--- src/rtl/cpipeline_pkg.sv ---
// Shared constants for the CPipeline execute datapath: widths, ALU op classes,
// R-type function codes and the ALU control encoding.
package cpipeline_pkg;

  localparam int DATA_W = 32;
  localparam int REG_N  = 32;
  localparam int IDX_W  = $clog2(REG_N);

  // Main-decoder op class; 2'b11 is treated as R-type as well.
  localparam logic [1:0] ALU_OP_MEM    = 2'b00;
  localparam logic [1:0] ALU_OP_BRANCH = 2'b01;
  localparam logic [1:0] ALU_OP_RTYPE  = 2'b10;

  localparam logic [5:0] FUNC_ADD = 6'b100000;
  localparam logic [5:0] FUNC_SUB = 6'b100010;
  localparam logic [5:0] FUNC_AND = 6'b100100;
  localparam logic [5:0] FUNC_OR  = 6'b100101;
  localparam logic [5:0] FUNC_NOR = 6'b100111;
  localparam logic [5:0] FUNC_SLT = 6'b101010;

  typedef enum logic [3:0] {
    ALU_AND     = 4'b0000,
    ALU_OR      = 4'b0001,
    ALU_ADD     = 4'b0010,
    ALU_SUB     = 4'b0110,
    ALU_SLT     = 4'b0111,
    ALU_NOR     = 4'b1100,
    ALU_INVALID = 4'b1111
  } alu_ctrl_e;

  // Contents of the ID/EX pipeline register.
  typedef struct packed {
    logic [DATA_W-1:0] a;
    logic [DATA_W-1:0] b;
    alu_ctrl_e         ctrl;
    logic [IDX_W-1:0]  rd;
    logic              we;
  } idex_t;

endpackage

--- src/rtl/cpipeline_regfile.sv ---
// 32x32 register file: two combinational read ports, one synchronous write port,
// synchronous reset that loads every register with its own index.
module cpipeline_regfile
  import cpipeline_pkg::*;
(
  input  logic                clk,
  input  logic                rst_n,
  input  logic [IDX_W-1:0]    raddr1,
  input  logic [IDX_W-1:0]    raddr2,
  output logic [DATA_W-1:0]   rdata1,
  output logic [DATA_W-1:0]   rdata2,
  input  logic                we,
  input  logic [IDX_W-1:0]    waddr,
  input  logic [DATA_W-1:0]   wdata
);

  logic [DATA_W-1:0] regs [REG_N];

  // NOTE: the array is reset on purpose because reset-to-index is architectural
  // state software relies on; this forces flops rather than a RAM macro.
  always_ff @(posedge clk) begin
    if (!rst_n) begin
      for (int i = 0; i < REG_N; i++) regs[i] <= DATA_W'(i);
    end else if (we) begin
      regs[waddr] <= wdata;
    end
  end

  assign rdata1 = regs[raddr1];
  assign rdata2 = regs[raddr2];

endmodule

--- src/rtl/cpipeline_exec_datapath.sv ---
// Two-stage execute datapath: ID (operand read + ALU-control decode) feeding
// EX/WB (ALU, result register, register-file write-back) with EX->ID forwarding.
module cpipeline_exec_datapath
  import cpipeline_pkg::*;
(
  input  logic              clk,
  input  logic              rst_n,
  input  logic [4:0]        rs1,
  input  logic [4:0]        rs2,
  input  logic [4:0]        rd,
  input  logic              we,
  input  logic [1:0]        alu_op,
  input  logic [5:0]        func,
  output logic [31:0]       a,
  output logic [31:0]       b,
  output logic [3:0]        alu_ctrl,
  output logic [31:0]       result,
  output logic              zero
);

  function automatic alu_ctrl_e decode_alu_ctrl(input logic [1:0] op, input logic [5:0] fn);
    alu_ctrl_e c;
    c = ALU_INVALID;
    if (op == ALU_OP_MEM) begin
      c = ALU_ADD;
    end else if (op == ALU_OP_BRANCH) begin
      c = ALU_SUB;
    end else begin
      case (fn)
        FUNC_ADD: c = ALU_ADD;
        FUNC_SUB: c = ALU_SUB;
        FUNC_AND: c = ALU_AND;
        FUNC_OR:  c = ALU_OR;
        FUNC_NOR: c = ALU_NOR;
        FUNC_SLT: c = ALU_SLT;
        default:  c = ALU_INVALID;
      endcase
    end
    return c;
  endfunction

  function automatic logic [DATA_W-1:0] alu_compute(input logic [DATA_W-1:0] x,
                                                    input logic [DATA_W-1:0] y,
                                                    input alu_ctrl_e         c);
    logic [DATA_W-1:0] r;
    r = '0;
    case (c)
      ALU_AND: r = x & y;
      ALU_OR:  r = x | y;
      ALU_ADD: r = x + y;
      ALU_SUB: r = x - y;
      ALU_SLT: r = {{(DATA_W-1){1'b0}}, ($signed(x) < $signed(y))};
      ALU_NOR: r = ~(x | y);
      default: r = '0;
    endcase
    return r;
  endfunction

  idex_t             idex;
  logic [DATA_W-1:0] alu_y;
  logic [DATA_W-1:0] rdata1;
  logic [DATA_W-1:0] rdata2;
  logic [DATA_W-1:0] op_a;
  logic [DATA_W-1:0] op_b;
  alu_ctrl_e         ctrl_next;

  cpipeline_regfile u_regfile (
    .clk    (clk),
    .rst_n  (rst_n),
    .raddr1 (rs1),
    .raddr2 (rs2),
    .rdata1 (rdata1),
    .rdata2 (rdata2),
    .we     (idex.we),
    .waddr  (idex.rd),
    .wdata  (alu_y)
  );

  // NOTE: every always_comb output gets a value on every path, so no latches.
  always_comb begin
    alu_y     = alu_compute(idex.a, idex.b, idex.ctrl);
    ctrl_next = decode_alu_ctrl(alu_op, func);
    // The op in EX writes at the coming edge; hand its result straight to ID.
    op_a = (idex.we && (idex.rd == rs1)) ? alu_y : rdata1;
    op_b = (idex.we && (idex.rd == rs2)) ? alu_y : rdata2;
  end

  // NOTE: pipeline state uses non-blocking assignments so every stage samples
  // the pre-edge values of the others.
  always_ff @(posedge clk) begin
    if (!rst_n) begin
      idex   <= '{a: '0, b: '0, ctrl: ALU_AND, rd: '0, we: 1'b0};
      result <= '0;
      zero   <= 1'b1;
    end else begin
      idex   <= '{a: op_a, b: op_b, ctrl: ctrl_next, rd: rd, we: we};
      result <= alu_y;
      zero   <= (alu_y == '0);
    end
  end

  assign a        = idex.a;
  assign b        = idex.b;
  assign alu_ctrl = idex.ctrl;

endmodule

--- config.mk ---
export PLATFORM = sky130hd
export DESIGN_NAME = cpipeline_exec_datapath
export DESIGN_NICKNAME = d
export VERILOG_FILES = /design/src/rtl/cpipeline_pkg.sv /design/src/rtl/cpipeline_regfile.sv /design/src/rtl/cpipeline_exec_datapath.sv
export SDC_FILE = /design/constraint.sdc
export NUM_CORES = 2
export LEC_CHECK = 0
export BUFFER_PORTS_ARGS = -buffer_cell sky130_fd_sc_hd__buf_2
export CORE_MARGIN = 2
export CORE_UTILIZATION = 45
export CTS_BUF_LIST = sky130_fd_sc_hd__clkbuf_4
export DETAILED_ROUTE_END_ITERATION = 10
export HOLD_SLACK_MARGIN = 0.15
export PLACE_DENSITY = 0.56
export SETUP_SLACK_MARGIN = 0.2
export SYNTH_ARGS = -nofsm -noshare
export SYNTH_HDL_FRONTEND = slang
export SYNTH_SLANG_ARGS = --single-unit
--- constraint.sdc ---
create_clock -name clk -period 7.95 [get_ports clk]
set_input_delay 0.3975 -clock clk [delete_from_list [all_inputs] [get_ports clk]]
set_output_delay 0.3975 -clock clk [all_outputs]
set_load 0.01 [all_outputs]
* Word level (Yosys, flattened, before mapping)
Memory sizes are Yosys's and may differ from the RTL's. A register that Yosys moved wholly into a read port is not among the register bits.
Index checks and enable logic that the tools add are counted.
** Storage, ports and cells
- Register bits after elaboration :: 43
- Bits in writable memories :: 1024
- Input port bits :: 26
- Logic and storage cells :: 46
- Memories :: 1
** Memories
- u_regfile.regs :: depth 32, width 32, rd ports 2, clocked after Yosys merged registers in 2, write ports 32, RTL line cpipeline_regfile.sv:17 : logic [DATA_W-1:0] regs [REG_N];
** Cells by class
- $add $sub $neg :: 2
- $lt $le $gt $ge :: 1
- Equal/unequal tests :: 12
- Multiplexer cells :: 11
- Bitwise operators :: 4
- Reduce and logical (&&, ||, !) cells :: 8
** Operators by type and width (number)
- 32-bit one-hot mux with 6 select lines :: 1
- 6-bit equality test, second input constant :: 6
- 32-bit adder :: 1
- 32-bit bitwise AND :: 1
- 32-bit zero test :: 1
- 32-bit < comparator :: 1
- 32-bit two-way mux :: 1
- 32-bit inverter :: 1
- 32-bit OR :: 1
- 32-bit OR reduction :: 1
- 32-bit subtractor :: 1
- 4-bit one-hot mux with 6 select lines :: 1
- 4-bit by 3-bit equality test with 1-bit output, second input constant :: 2
- 1-bit two-way mux :: 5
- 5-bit two-way mux :: 1
- 4-bit by 1-bit equality test with 1-bit output, second input constant :: 1
- 4-bit by 2-bit equality test with 1-bit output, second input constant :: 1
- 4-bit equality test, second input constant :: 1
- 4-bit zero test :: 1
- 3-bit two-way mux :: 1
- 3-bit OR reduction :: 1
- 2-bit by 1-bit equality test with 1-bit output, second input constant :: 1
- 1-bit zero test :: 2
- 2-bit zero test :: 1
- 3 further kinds :: 3

* Logic depth before layout (Yosys ltp)
- Depth in word-level cells :: 5
- Mapped depth :: 16
- Depth with buffers taken out :: 14

* Cells and area by module
Synthesis repeated with hierarchy kept, for this count alone.
** Unflattened totals
- Cell total of the unflattened synthesis :: 5992
- Area total of the unflattened synthesis :: 65989.5 um^2
** By module, submodules not included
- cpipeline_regfile :: times used 1, cells an instance 4660, area each 56027.5 um^2, sequential area each 30749.5 um^2
- cpipeline_exec_datapath :: times used 1, cells an instance 1332, area each 9962.1 um^2, sequential area each 2142.1 um^2

* Worst setup path after synthesis
OpenSTA, ideal clock, no wires.
- Path type :: reg2reg
- From :: reg a[1] (netlist name)
- To :: reg zero
- Arrival :: 3.823 ns
- Setup slack :: 4.040 ns
- Stages on the path, launching flop included :: 15
- Cells stage by stage :: dfxtp_1 -> inv_1 -> ha_1 -> o21ba_2 -> or4_1 -> buf_2 -> a2111oi_2 -> nor2_1 -> xnor2_1 -> a221oi_1 -> nand4_1 -> nor2_1 -> nand4_1 -> or4_1 -> o31ai_1
** On the way
- Cells in the longest elaborated chain, start to end :: 4
- Elaborated cells between the ends (all ways) :: 8
** RTL lines
- parallel branches: the longest is 2 deep, another holds 32-bit subtractor
- 32-bit one-hot mux with 6 select lines * :: RTL line cpipeline_exec_datapath.sv:47 : case (c)
- 32-bit zero test * :: RTL line cpipeline_exec_datapath.sv:98 : zero <= (alu_y == '0);
- to (signal assigned) :: RTL line cpipeline_exec_datapath.sv:98
- to (decl) :: RTL line cpipeline_exec_datapath.sv:18 : output logic zero
Every way passes the cells marked *.
A chain may end at the register's enable or synchronous reset.

* Final worst setup path
- From :: reg a[0] (netlist name)
- To :: reg zero
** On the way
- Cells in the longest elaborated chain, start to end :: 4
- Elaborated cells between the ends (all ways) :: 8
** RTL lines (RTL line)
- parallel branches: the longest is 2 deep, another holds 32-bit subtractor
- 32-bit one-hot mux with 6 select lines * :: cpipeline_exec_datapath.sv:47
- 32-bit zero test * :: cpipeline_exec_datapath.sv:98
Marked as above.

==> flow_summary.yaml <==
outcome:
  run_status: "complete, no violations"
timing:
  worst_clock_skew_ns: 0.112
  setup_total_negative_slack_ns: 0
  min_period_over_period_pct: 61.4
  rsz0062_at_grt: "false"
  finalWorstPathRequiredPeriod_ns: 4.88
  fin_worst_hold_slack_ns: 0.310
  slew-limit-headroom_pct: 17.8
  top_achievable_clock_speed_mhz: 205
  finalSetupViolations: 0
  report.final.slew_viol_count: 0
  worst_pin_slew_ns: 1.23
  final_hold_viol_count: 0
power_and_ir_drop:
  clock_power_share_pct: 36.1
  p_seq_share_pct: 45.8
  total_power_mw: 15.0
  power.share.switching_pct: 30.3
  cellPowerDensity_nw_per_um2: 221
  internal_power_mw: 10.5
  net-switching-power_mw: 4.55
  p_leak_nw: 23.4
  power_frac_comb_pct: 18.1
  max-vdd-ir-drop_mv: 0.0932
floorplan:
  i_o_pin_count: 127
  design.die.area_sq_um: 139000
  initial_utilization_pct: 45.3
  die-width_um: 373
  die_height_um: 373
  placeableCoreArea_sq_um: 135000
  num_rows: 135
placed_design:
  placement.io_buffers: 126
  last_weighted_congestion_value_of_the_routability_driven_placer: 0.996
  postPlaceCellArea_sq_um: 63400
  place.detailed.hpwl_mm: 136
detailed_routing:
  firstDrtPassIters: 7
  route.detailed.wl_per_inst_um: 37.1
  first_iter_violations: 6589
  drt-vias-per-instance: 6.74
  ant_nets: 0
  post_detailed_route_drc_marker_count: 0
  route.final.wire_length_mm: 245
  via_count: 44586
logic_synthesis:
  syn_nets: 4622
  synth_top_flop_cell: "sky130_fd_sc_hd__edfxtp_1"
  synth.lib_cells_used.distinct: 87
  main_combinational_cell_family_by_area_after_synthesis: "multiplexers"
  synth_edf_count: 1024
  synthesis.area_sq_um: 61200
  synthXorXnorAreaFrac_pct: 0.272
  synth_register_bits: 1131
  synth_compound_gate_area_share_pct: 5.23
  synth_simple_gate_area_share_pct: 9.91
  ys_async_sr_fraction_pct: 0
  post_synth_mux_area_share_pct: 24.3
  synth_sequential_area_ratio_pct: 53.8
  synth.area.top_cells: "sky130_fd_sc_hd__edfxtp_1, sky130_fd_sc_hd__mux4_2, sky130_fd_sc_hd__nor2_1"
  synthDominantCellAreaShare_pct: 50.3
  synth_top_area_cell: "sky130_fd_sc_hd__edfxtp_1"
  yosys_warnings: 0
  post_synth_fa_ha_maj_area_fraction_pct: 2.27
  post_synth_inst_count: 4486
  post_synth.cell_area_avg_sq_um: 13.6
cts:
  ctsLongestPathBuffers: 4
  cts_resized: 0
  cts.root.buffer_cell: "sky130_fd_sc_hd__clkbuf_4"
  tritoncts_num_sinks: 1131
  cts_tree: "yes"
  htree_depth: 5
  cts_hold_repair.buffers: 46
  clkLatencyLatePin_ns: 1.34
  clk_transition_reported_paths_ns: 0.07
  cts_buffers: 327
  postCtsSetupRepairBufs: 0
setup_path:
  cp-end-kind: "flop"
  worstPathMaxFanout: 36
  crit_path_max_incr_delay_ns: 0.59
  critical_path_data_required_time_ns: 9.12
  path_cells: "inv_1 -> ha_1 -> fa_1 -> nor2_1 -> o311ai_2 -> a311oi_1 -> a311o_1 -> a21oi_1 -> o21ai_0 -> nand2_1 -> a31oi_4 -> buf_4 -> nand3_1 -> or4_1 -> o31ai_1"
  cp_launch_type: "flop"
  cp_data_arrival_time_ns: 6.06
  timing.critical_path.slowest_stage_cell: "sky130_fd_sc_hd__a311oi_1"
  timing_worst_setup_path_type: "reg2reg"
  timing.reg2reg.worst_path_depth: 15
hold_path:
  type_of_the_tightest_min_delay_check: "in2reg"
  worstHoldPathCells: 4
global_routing:
  via_count_of_the_first_global_routing_pass: 44132
  maximum_number_of_pins_on_one_net_before_global_route_repair: 97
  antenna_violations_before_repair: 12
  first_pass_grt_wire_length_mm: 339
  grt-ovfl-total: 0
  grt_use_total_pct: 35.1
job:
  drv_cap: 0
cells_and_area:
  finish.net_count: 4731
  fillerInstances: 11825
  fin_area_sq_um: 67900
  layout-drive-gt1-share_pct: 32.1
  flow.area_growth_from_synthesis_pct: 11.0
sequential cells by signal, indices dropped and copies added (netlist names):
name / cells
result: 32
idex: 6
zero: 1
alu_ctrl: 4
a: 32
u_regfile.regs: 1024
b: 32
per-stage QoR:
step | utilization [%] | std cells | worst slack, ns
2_1_floorplan | - | 4486 | 4.04
3_3_place_gp | 47.0 | 6001 | 3.39
3_5_place_dp | 47.0 | 6001 | 3.32
4_1_cts | 50.2 | 6606 | 3.25
5_1_grt | 50.3 | 6610 | 2.88
6_report | 50.3 | 6613 | 3.07
power by group through the flow:
stage | clock, mW | combinational (mW) | sequential [mW]
after floorplan | 0 | 1.71 | 6.92
after global placement | 0 | 2.65 | 6.97
after detailed placement | 0 | 2.64 | 6.99
after CTS | 5.48 | 2.67 | 6.86
after global routing | 5.79 | 2.83 | 6.89
final | 5.42 | 2.72 | 6.87
synthesized netlist by cell type (all sizes together), types with 5 or more instances:
| cell | number |
|---|---|
| o211ai | 9 |
| mux4 | 640 |
| a21o | 16 |
| and3 | 5 |
| o21ai | 46 |
| o31ai | 17 |
| nor2b | 41 |
| edfxtp | 1024 |
| nor2 | 1093 |
| nand2b | 12 |
| a221oi | 5 |
| clkbuf | 382 |
| or4 | 8 |
| ha | 108 |
| mux2 | 34 |
| nand4 | 11 |
| a2111oi | 6 |
| and2 | 14 |
| o221ai | 6 |
| a221o | 5 |
| a211oi | 106 |
| o21a | 7 |
| o311ai | 8 |
| xnor2 | 15 |
| mux2i | 6 |
| buf | 134 |
| a22oi | 35 |
| nand3 | 40 |
| or2 | 8 |
| o22ai | 20 |
| nor3 | 28 |
| nor4 | 11 |
| a31oi | 15 |
| a21boi | 6 |
| nor3b | 5 |
| nand2 | 183 |
| o22a | 9 |
| inv | 100 |
| o2111ai | 5 |
| o21bai | 7 |
| dfxtp | 107 |
| a21oi | 86 |
final timing paths:
check,from,endpoint,slack [ns]
setup / recovery,a[0],zero,3.07
hold reg to reg,idex[0],u_regfile.regs[28][4],0.91
setup reg to reg,a[0],zero,3.07
hold / removal,rst_n,zero,0.31
logic make-up (layout without fill, tap and decap cells):
logic type | count (synthesis) | count (layout)
fa+ha+maj | 110 | 110
other cells | 0 | 7
simple gates | 1479 | 1479
buf+inv | 616 | 955
xor+xnor | 19 | 19
compound gates | 451 | 451
mux | 680 | 680
flops | 1131 | 1131
routing by layer:
metal,vias up,track usage [%],routed length (um)
met3,624,9.69,29400
met4,2,17.0,12600
met1,23149,46.3,91500
met5,-,0,17
met2,3350,53.9,112000
li1,17461,-,-
cell usage in the layout (no fill, tap or decap), types with 105 or more instances in the layout:
cell	synthesis	routed
sky130_fd_sc_hd__nand2_1	183	119
sky130_fd_sc_hd__clkbuf_4	0	493
sky130_fd_sc_hd__mux4_2	640	640
sky130_fd_sc_hd__buf_2	16	117
sky130_fd_sc_hd__dfxtp_1	107	107
sky130_fd_sc_hd__buf_4	70	117
sky130_fd_sc_hd__ha_1	108	108
sky130_fd_sc_hd__nor2_1	1093	1092
sky130_fd_sc_hd__edfxtp_1	1024	1024
sky130_fd_sc_hd__a211oi_1	105	105
critical path: cells and delay by family, from the launching register on:
| kind | cells | cell delay, ns |
|---|---|---|
| AOI/OAI and AO/OA | 7 | 2.16 |
| and+or+nand+nor | 4 | 1.08 |
| adders and majority gates | 2 | 0.65 |
| buffers and inverters | 2 | 0.50 |
| DFF | 1 | 0.37 |
final cells by class:
| type | instances | area, sq um | share of cell area [%] |
|---|---|---|---|
| diodes | 7 | 17.5 | 0.0258 |
| clock buffers | 493 | 3700 | 5.45 |
| clock inverters | 66 | 290 | 0.427 |
| inverters | 100 | 378 | 0.556 |
| multi-input cells | 2739 | 26200 | 38.6 |
| flip-flops and latches | 1131 | 32900 | 48.4 |
| well taps | 1781 | 2230 | 3.28 |
| repair buffers | 296 | 2210 | 3.25 |
Power figures use the tool's default switching activity.
